## src/rtl/fx_pkg.sv

```systemverilog
// -----------------------------------------------------------------------------
// fx_pkg
// Shared definitions for the fixed-point issue path.
//   - functional unit codes as produced by dispatch (FX-bound ops use FXUnitCode)
//   - instruction format codes
//   - default GPR address width
//   - bit offsets of the fields packed into the opaque instruction payload
//   - src_hit(): one scoreboard lookup term (operand used and register busy)
// No ports.
// -----------------------------------------------------------------------------
package fx_pkg;

   localparam int FX_REG_W = 5;

   typedef enum logic [2:0] {
      FXUnitCode   = 3'd0,
      FPUnitCode   = 3'd1,
      LSUnitCode   = 3'd2,
      BRUnitCode   = 3'd3,
      CRUnitCode   = 3'd4,
      SPRUnitCode  = 3'd5,
      TrapUnitCode = 3'd6
   } fx_unit_e;

   typedef enum logic [4:0] {
      FmtA       = 5'd0,
      FmtB       = 5'd1,
      FmtD       = 5'd2,
      FmtDS      = 5'd3,
      FmtDQ      = 5'd4,
      FmtI       = 5'd5,
      FmtM       = 5'd6,
      FmtMD      = 5'd7,
      FmtMDS     = 5'd8,
      FmtSC      = 5'd9,
      FmtVA      = 5'd10,
      FmtVX      = 5'd11,
      FmtX       = 5'd12,
      FmtXFL     = 5'd13,
      FmtXFX     = 5'd14,
      FmtXL      = 5'd15,
      FmtXO      = 5'd16,
      FmtXS      = 5'd17,
      FmtZ22     = 5'd18,
      FmtZ23     = 5'd19,
      FmtINVALID = 5'd31
   } fx_format_e;

   // Payload layout (the scheduler itself never looks inside the payload)
   localparam int PL_OPCODE_LSB  = 0;
   localparam int PL_OPCODE_W    = 6;
   localparam int PL_XOPCODE_LSB = 6;
   localparam int PL_XOPCODE_W   = 10;
   localparam int PL_FORMAT_LSB  = 16;
   localparam int PL_FORMAT_W    = 5;
   localparam int PL_IMM_LSB     = 21;
   localparam int PL_IMM_W       = 64;
   localparam int PL_OPND_LSB    = 85;
   localparam int PL_OPND_W      = 43;

   function automatic logic src_hit(input logic used, input logic busy);
      return used & busy;
   endfunction

endpackage

```

## src/rtl/fx_scoreboard.sv

```systemverilog
// -----------------------------------------------------------------------------
// fx_scoreboard
// One busy bit per GPR. A bit is set when an op writing that GPR issues and
// cleared by the FX unit writeback. Set wins over clear in the same cycle
// because the newly issued op is the register's current producer.
// Ports:
//   clock_i, reset_i          clock, synchronous active-high reset (clears all)
//   set_i / setAddr_i         mark setAddr_i busy
//   clr_i / clrAddr_i         writeback: mark clrAddr_i free
//   src1Used_i/src1Addr_i     first source lookup
//   src2Used_i/src2Addr_i     second source lookup
//   dstWrite_i/dstAddr_i      destination lookup (WAW)
//   hazard_o                  any looked-up register is busy (combinational)
// -----------------------------------------------------------------------------
module fx_scoreboard
   import fx_pkg::*;
#(
   parameter int REG_W = FX_REG_W
) (
   input  logic             clock_i,
   input  logic             reset_i,
   input  logic             set_i,
   input  logic [REG_W-1:0] setAddr_i,
   input  logic             clr_i,
   input  logic [REG_W-1:0] clrAddr_i,
   input  logic             src1Used_i,
   input  logic [REG_W-1:0] src1Addr_i,
   input  logic             src2Used_i,
   input  logic [REG_W-1:0] src2Addr_i,
   input  logic             dstWrite_i,
   input  logic [REG_W-1:0] dstAddr_i,
   output logic             hazard_o
);

   localparam int NREG = 2 ** REG_W;

   logic [NREG-1:0] busy_q;
   logic [NREG-1:0] busy_d;

   // Next busy vector: clear on writeback first, then OR in the issue set
   always_comb begin
      busy_d = busy_q;
      for (int i = 0; i < NREG; i++) begin
         busy_d[i] = (busy_q[i] & ~(clr_i & (clrAddr_i == REG_W'(i))))
                   | (set_i & (setAddr_i == REG_W'(i)));
      end
   end

   // Busy vector register
   always_ff @(posedge clock_i) begin
      if (reset_i) begin
         busy_q <= {NREG{1'b0}};
      end else begin
         busy_q <= busy_d;
      end
   end

   // RAW on either source plus WAW on the destination
   always_comb begin
      hazard_o = src_hit(src1Used_i, busy_q[src1Addr_i])
               | src_hit(src2Used_i, busy_q[src2Addr_i])
               | src_hit(dstWrite_i, busy_q[dstAddr_i]);
   end

endmodule

```

## src/rtl/fx_issue_scheduler.sv

```systemverilog
// -----------------------------------------------------------------------------
// fx_issue_scheduler
// In-order issue queue in front of the fixed-point unit. Dispatch enqueues
// FX-bound ops; the head issues once none of its registers has a write in
// flight (tracked by fx_scoreboard). Issue outputs are registered, so an op
// accepted at one edge can issue at the following edge at the earliest.
// Ports:
//   clock_i, reset_i       clock, synchronous active-high reset
//   enable_i               0 freezes issue (enqueue still allowed)
//   flush_i                drop all queued ops and any same-cycle enqueue
//   valid_i / ready_o      dispatch handshake (ready_o = !full & !reset_i)
//   payload_i, dstAddr_i, dstWrite_i, src1/2Addr_i, src1/2Used_i  op fields
//   issueValid_o           one-cycle pulse per issued op (FX unit enable)
//   issuePayload_o, issueDstAddr_o   registered fields of the issued op
//   wbValid_i / wbAddr_i   FX unit writeback, frees a busy register
//   stallCount_o, issueCount_o       saturating perf counters, present only
//                          when the macro FX_ISSUE_PERF_EN is defined
// -----------------------------------------------------------------------------
module fx_issue_scheduler
   import fx_pkg::*;
#(
   parameter int DEPTH     = 4,
   parameter int REG_W     = FX_REG_W,
   parameter int PAYLOAD_W = 128
) (
   input  logic                 clock_i,
   input  logic                 reset_i,
   input  logic                 enable_i,
   input  logic                 flush_i,
   input  logic                 valid_i,
   output logic                 ready_o,
   input  logic [PAYLOAD_W-1:0] payload_i,
   input  logic [REG_W-1:0]     dstAddr_i,
   input  logic                 dstWrite_i,
   input  logic [REG_W-1:0]     src1Addr_i,
   input  logic [REG_W-1:0]     src2Addr_i,
   input  logic                 src1Used_i,
   input  logic                 src2Used_i,
   output logic                 issueValid_o,
   output logic [PAYLOAD_W-1:0] issuePayload_o,
   output logic [REG_W-1:0]     issueDstAddr_o,
`ifdef FX_ISSUE_PERF_EN
   output logic [31:0]          stallCount_o,
   output logic [31:0]          issueCount_o,
`endif
   input  logic                 wbValid_i,
   input  logic [REG_W-1:0]     wbAddr_i
);

   // DEPTH is a power of two, so pointers wrap by plain overflow
   localparam int PTR_W = (DEPTH > 1) ? $clog2(DEPTH) : 1;
   localparam int CNT_W = $clog2(DEPTH + 1);
   localparam logic [PTR_W-1:0] PTR_ONE = PTR_W'(1);
   localparam logic [CNT_W-1:0] CNT_ONE = CNT_W'(1);
   localparam logic [CNT_W-1:0] CNT_MAX = CNT_W'(DEPTH);

   // Queue storage (data only, no reset needed: validity comes from count)
   logic [PAYLOAD_W-1:0] qPayload_q [DEPTH];
   logic [REG_W-1:0]     qDst_q     [DEPTH];
   logic                 qDstWr_q   [DEPTH];
   logic [REG_W-1:0]     qSrc1_q    [DEPTH];
   logic                 qSrc1Use_q [DEPTH];
   logic [REG_W-1:0]     qSrc2_q    [DEPTH];
   logic                 qSrc2Use_q [DEPTH];

   logic [PTR_W-1:0]     head_q, head_d;
   logic [PTR_W-1:0]     tail_q, tail_d;
   logic [CNT_W-1:0]     count_q, count_d;

   logic                 issueValid_q;
   logic [PAYLOAD_W-1:0] issuePayload_q;
   logic [REG_W-1:0]     issueDstAddr_q;

   logic full_s, empty_s, ready_s, accept_s, issue_s, hazard_s;

   fx_scoreboard #(
      .REG_W (REG_W)
   ) u_scoreboard (
      .clock_i    (clock_i),
      .reset_i    (reset_i),
      .set_i      (issue_s & qDstWr_q[head_q]),
      .setAddr_i  (qDst_q[head_q]),
      .clr_i      (wbValid_i),
      .clrAddr_i  (wbAddr_i),
      .src1Used_i (qSrc1Use_q[head_q]),
      .src1Addr_i (qSrc1_q[head_q]),
      .src2Used_i (qSrc2Use_q[head_q]),
      .src2Addr_i (qSrc2_q[head_q]),
      .dstWrite_i (qDstWr_q[head_q]),
      .dstAddr_i  (qDst_q[head_q]),
      .hazard_o   (hazard_s)
   );

   // Handshake and issue decision; the head entry is only meaningful when not empty
   always_comb begin
      full_s   = (count_q == CNT_MAX);
      empty_s  = (count_q == {CNT_W{1'b0}});
      ready_s  = ~full_s & ~reset_i;
      accept_s = valid_i & ready_s & ~flush_i;
      issue_s  = ~empty_s & enable_i & ~hazard_s & ~flush_i;
   end

   // Pointer and occupancy next state; flush empties the queue by snapping head to tail
   always_comb begin
      head_d  = head_q;
      tail_d  = tail_q;
      count_d = count_q;
      if (flush_i) begin
         head_d  = tail_q;
         count_d = {CNT_W{1'b0}};
      end else begin
         head_d = issue_s  ? (head_q + PTR_ONE) : head_q;
         tail_d = accept_s ? (tail_q + PTR_ONE) : tail_q;
         case ({accept_s, issue_s})
            2'b10:   count_d = count_q + CNT_ONE;
            2'b01:   count_d = count_q - CNT_ONE;
            default: count_d = count_q;
         endcase
      end
   end

   // Pointers, count and the registered issue stage
   always_ff @(posedge clock_i) begin
      if (reset_i) begin
         head_q         <= {PTR_W{1'b0}};
         tail_q         <= {PTR_W{1'b0}};
         count_q        <= {CNT_W{1'b0}};
         issueValid_q   <= 1'b0;
         issuePayload_q <= {PAYLOAD_W{1'b0}};
         issueDstAddr_q <= {REG_W{1'b0}};
      end else begin
         head_q       <= head_d;
         tail_q       <= tail_d;
         count_q      <= count_d;
         issueValid_q <= issue_s;
         if (issue_s) begin
            issuePayload_q <= qPayload_q[head_q];
            issueDstAddr_q <= qDst_q[head_q];
         end
      end
   end

   // Write the accepted op at the tail
   always_ff @(posedge clock_i) begin
      if (accept_s) begin
         qPayload_q[tail_q] <= payload_i;
         qDst_q[tail_q]     <= dstAddr_i;
         qDstWr_q[tail_q]   <= dstWrite_i;
         qSrc1_q[tail_q]    <= src1Addr_i;
         qSrc1Use_q[tail_q] <= src1Used_i;
         qSrc2_q[tail_q]    <= src2Addr_i;
         qSrc2Use_q[tail_q] <= src2Used_i;
      end
   end

   assign ready_o        = ready_s;
   assign issueValid_o   = issueValid_q;
   assign issuePayload_o = issuePayload_q;
   assign issueDstAddr_o = issueDstAddr_q;

`ifdef FX_ISSUE_PERF_EN
   logic [31:0] stallCount_q;
   logic [31:0] issueCount_q;
   logic        stall_s;

   // A stall cycle is a non-empty, enabled queue whose head is blocked
   always_comb begin
      stall_s = ~empty_s & enable_i & hazard_s;
   end

   // Saturating counters; only reset clears them, flush leaves them alone
   always_ff @(posedge clock_i) begin
      if (reset_i) begin
         stallCount_q <= 32'd0;
         issueCount_q <= 32'd0;
      end else begin
         if (stall_s && (stallCount_q != 32'hFFFF_FFFF)) begin
            stallCount_q <= stallCount_q + 32'd1;
         end
         if (issue_s && (issueCount_q != 32'hFFFF_FFFF)) begin
            issueCount_q <= issueCount_q + 32'd1;
         end
      end
   end

   assign stallCount_o = stallCount_q;
   assign issueCount_o = issueCount_q;
`endif

endmodule

```

## config.mk

```make
export PLATFORM = sky130hd
export DESIGN_NAME = fx_issue_scheduler
export DESIGN_NICKNAME = d
export VERILOG_FILES = /design/src/rtl/fx_pkg.sv /design/src/rtl/fx_scoreboard.sv /design/src/rtl/fx_issue_scheduler.sv
export SDC_FILE = /design/constraint.sdc
export NUM_CORES = 1
export LEC_CHECK = 0
export CAP_MARGIN = 20
export CORE_ASPECT_RATIO = 0.75
export CORE_MARGIN = 5
export CORE_UTILIZATION = 45
export DETAILED_ROUTE_END_ITERATION = 12
export GPL_TIMING_DRIVEN = 0
export HOLD_SLACK_MARGIN = 0.08
export PLACE_DENSITY = 0.76
export SLEW_MARGIN = 20
export SYNTH_ARGS = -nofsm -noshare
export SYNTH_HDL_FRONTEND = slang
export SYNTH_SLANG_ARGS = --single-unit
```

## constraint.sdc

```tcl
create_clock -name clock_i -period 6.5 [get_ports clock_i]
set_input_delay 1.625 -clock clock_i [delete_from_list [all_inputs] [get_ports clock_i]]
set_output_delay 1.625 -clock clock_i [all_outputs]
set_load 0.02 [all_outputs]
```

* Word-level counts from Yosys, hierarchy flattened *
Memories as Yosys holds them, arrays and structs flattened. A register that Yosys moved wholly into a read port is not among the register bits.
Index checks and enable logic that the tools add are counted.

operators by class
  $add $sub $neg = 4
  $lt $le $gt $ge = 3
  equal/unequal tests = 65
  multiplexer cells = 23
  bitwise gates (word level) = 177
  reduce and logical (&&, ||, !) cells = 7

operator list
  operator               number
  $eq A5 B5 Y1 const B   32
  $and A1 B1 Y1          106
  $eq A5 B4 Y1 const B   16
  $eq A5 B3 Y1 const B   8
  $not A1 Y1             37
  $or A1 B1 Y1           34
  $mux W2                14
  $eq A5 B2 Y1 const B   4
  $lt A5 B6 Y1 const B   3
  $bmux W1 S5            3
  $eq A5 B1 Y1 const B   2
  $logic_not A5 Y1       2
  $pmux W3 S2            1
  $mux W1                5
  $add A2 B1 Y2 const B  2
  $reduce_bool A2 Y1     2
  $add A3 B1 Y3 const B  1
  $eq A3 B3 Y1 const B   1
  $logic_not A3 Y1       1
  $sub A3 B1 Y3 const B  1
  $eq A2 B1 Y1 const B   1
  $eq A2 B2 Y1 const B   1
  $reduce_and A2 Y1      1
  $reduce_or A2 Y1       1

storage, ports and cells
  register bits after elaboration = 45
  RAM bits = 584
  input port bits = 157
  output and inout port bits = 135
  word-level logic and storage cells = 292
  memories = 7

memories
  name         words  bits a word  read ports  clocked after memory_dff  wr ports  RTL line                  source
  qPayload_q   4      128          1           1                         1         fx_issue_scheduler.sv:58  logic [PAYLOAD_W-1:0] qPayload_q [DEPTH];
  qDst_q       4      5            1           1                         1         fx_issue_scheduler.sv:59  logic [REG_W-1:0] qDst_q [DEPTH];
  qSrc1_q      4      5            1           1                         1         fx_issue_scheduler.sv:61  logic [REG_W-1:0] qSrc1_q [DEPTH];
  qSrc2_q      4      5            1           1                         1         fx_issue_scheduler.sv:63  logic [REG_W-1:0] qSrc2_q [DEPTH];
  qDstWr_q     4      1            1           1                         1         fx_issue_scheduler.sv:60  logic qDstWr_q [DEPTH];
  qSrc1Use_q   4      1            1           1                         1         fx_issue_scheduler.sv:62  logic qSrc1Use_q [DEPTH];
  +1 memories  --     --           --          --                        --        --

* Depth between registers and ports, before layout *
  depth in word-level cells = 12
  depth in mapped cells = 18
  mapped depth without buffers = 14

* By module *
A second synthesis with hierarchy kept.

second synthesis, totals
  cell total of the unflattened synthesis = 1659
  area total of the unflattened synthesis = 28778.9 sq um

modules (own cells, without submodules)
  module              instances  cells an instance  area an instance (sq um)  seq. area each (sq um)
  fx_issue_scheduler  1          1434               26650.6                   20399.6
  fx_scoreboard       1          225                2128.3                    640.6

* Worst setup path before layout *
Ideal clock, no wire load.

  path type = input -> register
  from = in reset_i
  to = mem qDstWr_q[0], enable pin
  library setup time = 0.523 ns
  arrival = 5.666 ns
  data required time = 5.977 ns
  setup slack = 0.311 ns
  stages on the path = 5
  path buffers = 2
  cells stage by stage = clkbuf_1 > nor2_1 > and3_1 > clkbuf_1 > and2_1

between the ends
  word-level cells in the longest chain between the ends = 6

ends and longest elaborated chain
  element                        RTL line                   source
  from (decl)                    fx_issue_scheduler.sv:27   input logic reset_i,
  $not A1 Y1                     fx_issue_scheduler.sv:98   ready_s = ~full_s & ~reset_i;
  $and A1 B1 Y1                  fx_issue_scheduler.sv:98
  $and A1 B1 Y1 (2 in a row)     fx_issue_scheduler.sv:99   accept_s = valid_i & ready_s & ~flush_i;
  $mux W1                        fx_issue_scheduler.sv:145  if (accept_s) begin
  $mux W1 (not written as such)  fx_issue_scheduler.sv:148  qDstWr_q[tail_q] <= dstWrite_i;
  to (decl)                      fx_issue_scheduler.sv:60

No other way between the ends.

* Worst setup path after layout *
  from = in reset_i
  to = out ready_o

between the ends
  word-level cells in the longest chain between the ends = 2

ends and longest elaborated chain
  element        RTL line                  source
  $not A1 Y1     fx_issue_scheduler.sv:98
  $and A1 B1 Y1  fx_issue_scheduler.sv:98
  to (decl)      fx_issue_scheduler.sv:31  output logic ready_o,

No other way between the ends.

==> flow_summary_export.csv <==
group,metric,value,unit
grt,grt_max_degree,43,
floorplanning,dieArea,0.0710,sq mm
critical_path,slowest_stage,"clkdlybuf4s50_1",
yosys,ys_types,57,
cells_and_area,layout.cells.non_filler,3063,
floorplanning,rows,81,
min_path,min_from,"issuePayload_o[53]$_SDFFE_PP0P_",
yosys,synth.area.top_cells,"edfxtp_1, dfxtp_1, mux4_2, o31ai_1, nand4_1",
yosys,yosysSeqAreaShare,0.711,
yosys,synth_largest_area_cell,"edfxtp_1",
timing,drv_slew,0,
cells_and_area,nets,2284,
critical_path,ff2ff_setup_slack,2.01,ns
critical_path,worst_path_most_repeated_cell,"clkbuf_1",
critical_path,worstPathRequired,4.88,ns
floorplanning,fp.dieW,306,um
timing,fmax,184,MHz
timing,fin_crit_sh,0.834,
min_path,hp-class,"flip-flop to flip-flop",
timing,clock_skew,0.0227,ns
timing,post-route-min-period,5.42,ns
placement,gp_congestion,0.907,
critical_path,startpoint_type,"primary input",
min_path,whs_path_depth,2,
yosys,synth_area,0.0296,sq mm
cts,cts_root_buf,"clkbuf_16",
grt,overflow,0,
cts,clkTransAtPathRegs,0.06,ns
status,status,"finished, final reports clean",
yosys,synth_nets,1901,
critical_path,crit_type,"primary input to output pin",
detailed_routing,dr.pass1.iters,6,
power_and_ir_drop,powerDensity,289,mW/mm^2
yosys,synth.most_common_cell,"edfxtp_1",
timing,fin_ws,1.08,ns
yosys,synthTopCellsByCount,"edfxtp_1, dfxtp_1, o31ai_1",
yosys,ys.flop_type,"edfxtp_1",
placement,placed_cells,2915,
critical_path,r2r_cells,17,
detailed_routing,wl_per_cell,25.5,um
critical_path,cp.arrival,3.80,ns
power_and_ir_drop,ir_drop,0.242,mV
power_and_ir_drop,leakage,0.0113,uW
critical_path,rr_endpoint,"count_q[2]$_SDFFE_PP0P_",
grt,antenna_found_initial,11,
yosys,yosys_warnings,0,
critical_path,worstPathMaxFanout,10,
cts,ctsHoldBuffers,0,
cts,clkLatencyLatePin,0.62,ns
detailed_routing,drc_errors,0,
yosys,syn_area_per_cell,17.0,sq um
placement,port_buffers,290,
cells_and_area,synthToLayoutAreaGrowth,23.8,%
cells_and_area,stdcell_area,0.0366,sq mm
cts,clock_sinks,759,
cts,cts-resized-gates,0,
job,drv_cap,0,
yosys,synth_top_area_frac,0.593,
critical_path,max_stage_delay,0.59,ns
timing,rsz0062_at_grt,"false",
floorplanning,core_area,0.0652,sq mm
yosys,synth_edf_count,584,
grt,grt_pass1_vias,18300,
detailed_routing,routed-via-count,18100,
floorplanning,die_h,232,um
critical_path,crit_path_end_kind,"output pin",
timing,finalSetupTns,0,ns
min_path,hold_end,"issuePayload_o[53]$_SDFFE_PP0P_",
timing,finalSetupViolations,0,
detailed_routing,via_per_inst,5.92,
yosys,syn_inst,1738,
floorplanning,io_pins,292,
detailed_routing,ant_nets,0,
cts,cts_max_level,3,
grt,track_usage,0.217,
cts,cts_tree,"done",
cts,cts_buffer_depth,3,
grt,grt_pass1_wl,116000,um
cells_and_area,drive_gt1_frac,0.174,
timing,hold_viol,0,
timing,worst_pin_slew,1.02,ns
placement,dp_slack,1.13,ns
timing,relSlewSlack,0.323,
placement,place_area,0.0339,sq mm
yosys,ys_ff_latch,759,
critical_path,crit_chain,"clkbuf_1, buf_1, clkbuf_1, a21oi_1, clkdlybuf4s50_1",
placement,dpl.hpwl,53600,um
cells_and_area,fill_cells,4948,
yosys,async_flop_share,0,
cts,cts_buffers,75,
detailed_routing,drt_iter0_drc,1876,
detailed_routing,wl,78000,um
floorplanning,start_util,0.454,
cts,cts_setup_buffers,0,
## cell families after synthesis
logic type                 Yosys count  share of synthesized area
buffers and inverters              166                     0.0253
muxes                              193                      0.130
DFF                                759                      0.711
AOI/OAI and AO/OA                  347                     0.0773
and+or+nand+nor                    264                     0.0521
xor gates and xnor gates             3                   0.000888
adders and majority gates            6                    0.00279
## sequential cells by signal, summed over array words and instances (netlist names), 4 cells and up, named ones only
signal,cells
issueDstAddr_o,5
issuePayload_o,128
qDstWr_q,4
qDst_q,20
qPayload_q,512
qSrc1Use_q,4
qSrc1_q,20
qSrc2Use_q,4
qSrc2_q,20
u_scoreboard.busy_q,32
## metal layers
layer,global-route usage,share of wire,vias up
met3,0.0549,0.091,136
met1,0.311,0.42,9263
met2,0.329,0.46,774
met5,0,0.00071,-
li1,-,-,7954
met4,0.0685,0.026,10
## stage by stage
stage          hold WS (ns)  power (uW)   util
2_1_floorplan         0.467        5760      -
3_3_place_gp          0.458        6040  0.515
3_5_place_dp          0.458        6060  0.521
4_1_cts               0.467       10700  0.562
5_1_grt               0.492       10900  0.562
6_report              0.469       10600  0.562
## worst max-delay path by stage
stage,endpoint,startpoint,slack [ns]
finish,ready_o,reset_i,1.08
global route,ready_o,reset_i,0.96
detailed placement,ready_o,reset_i,1.13
global placement,qPayload_q[0][6]$_DFFE_PP_,flush_i,-3.09
CTS,ready_o,reset_i,1.10
floorplan,qDstWr_q[0]$_DFFE_PP_,reset_i,0.31
## layout make-up
type / instances / area (sq um) / share of cell area
diodes: 8 / 20.0 / 0.000547
plain buffers: 156 / 714 / 0.0195
clock buffers: 97 / 2160 / 0.0589
clock inverters: 43 / 523 / 0.0143
inverters: 10 / 37.5 / 0.00102
multi-input cells: 813 / 7810 / 0.213
flip-flops and latches: 759 / 21000 / 0.574
well taps: 871 / 1090 / 0.0298
repair buffers: 306 / 3230 / 0.0882
## power by group
part           internal, uW  switching, uW
Clock                  2770           1860
Combinational           268            405
Sequential             5270           14.4
## cells in the final DEF, fill, tap and decap left out, drive strengths merged, types with 33 or more instances in the layout
| cell type | instances |
|---|---|
| clkbuf | 186 |
| clkdlybuf4s50 | 290 |
| nand4 | 135 |
| buf | 83 |
| dfxtp | 175 |
| a21oi | 137 |
| edfxtp | 584 |
| mux4 | 152 |
| nand2 | 33 |
| o31ai | 168 |
## worst max-delay path: cells and delay by family
family	cells	cell delay (ns)
AO/OA/AOI/OAI	1	0.18
buffers and inverters	4	1.98
(Power assumes the default switching activity.)
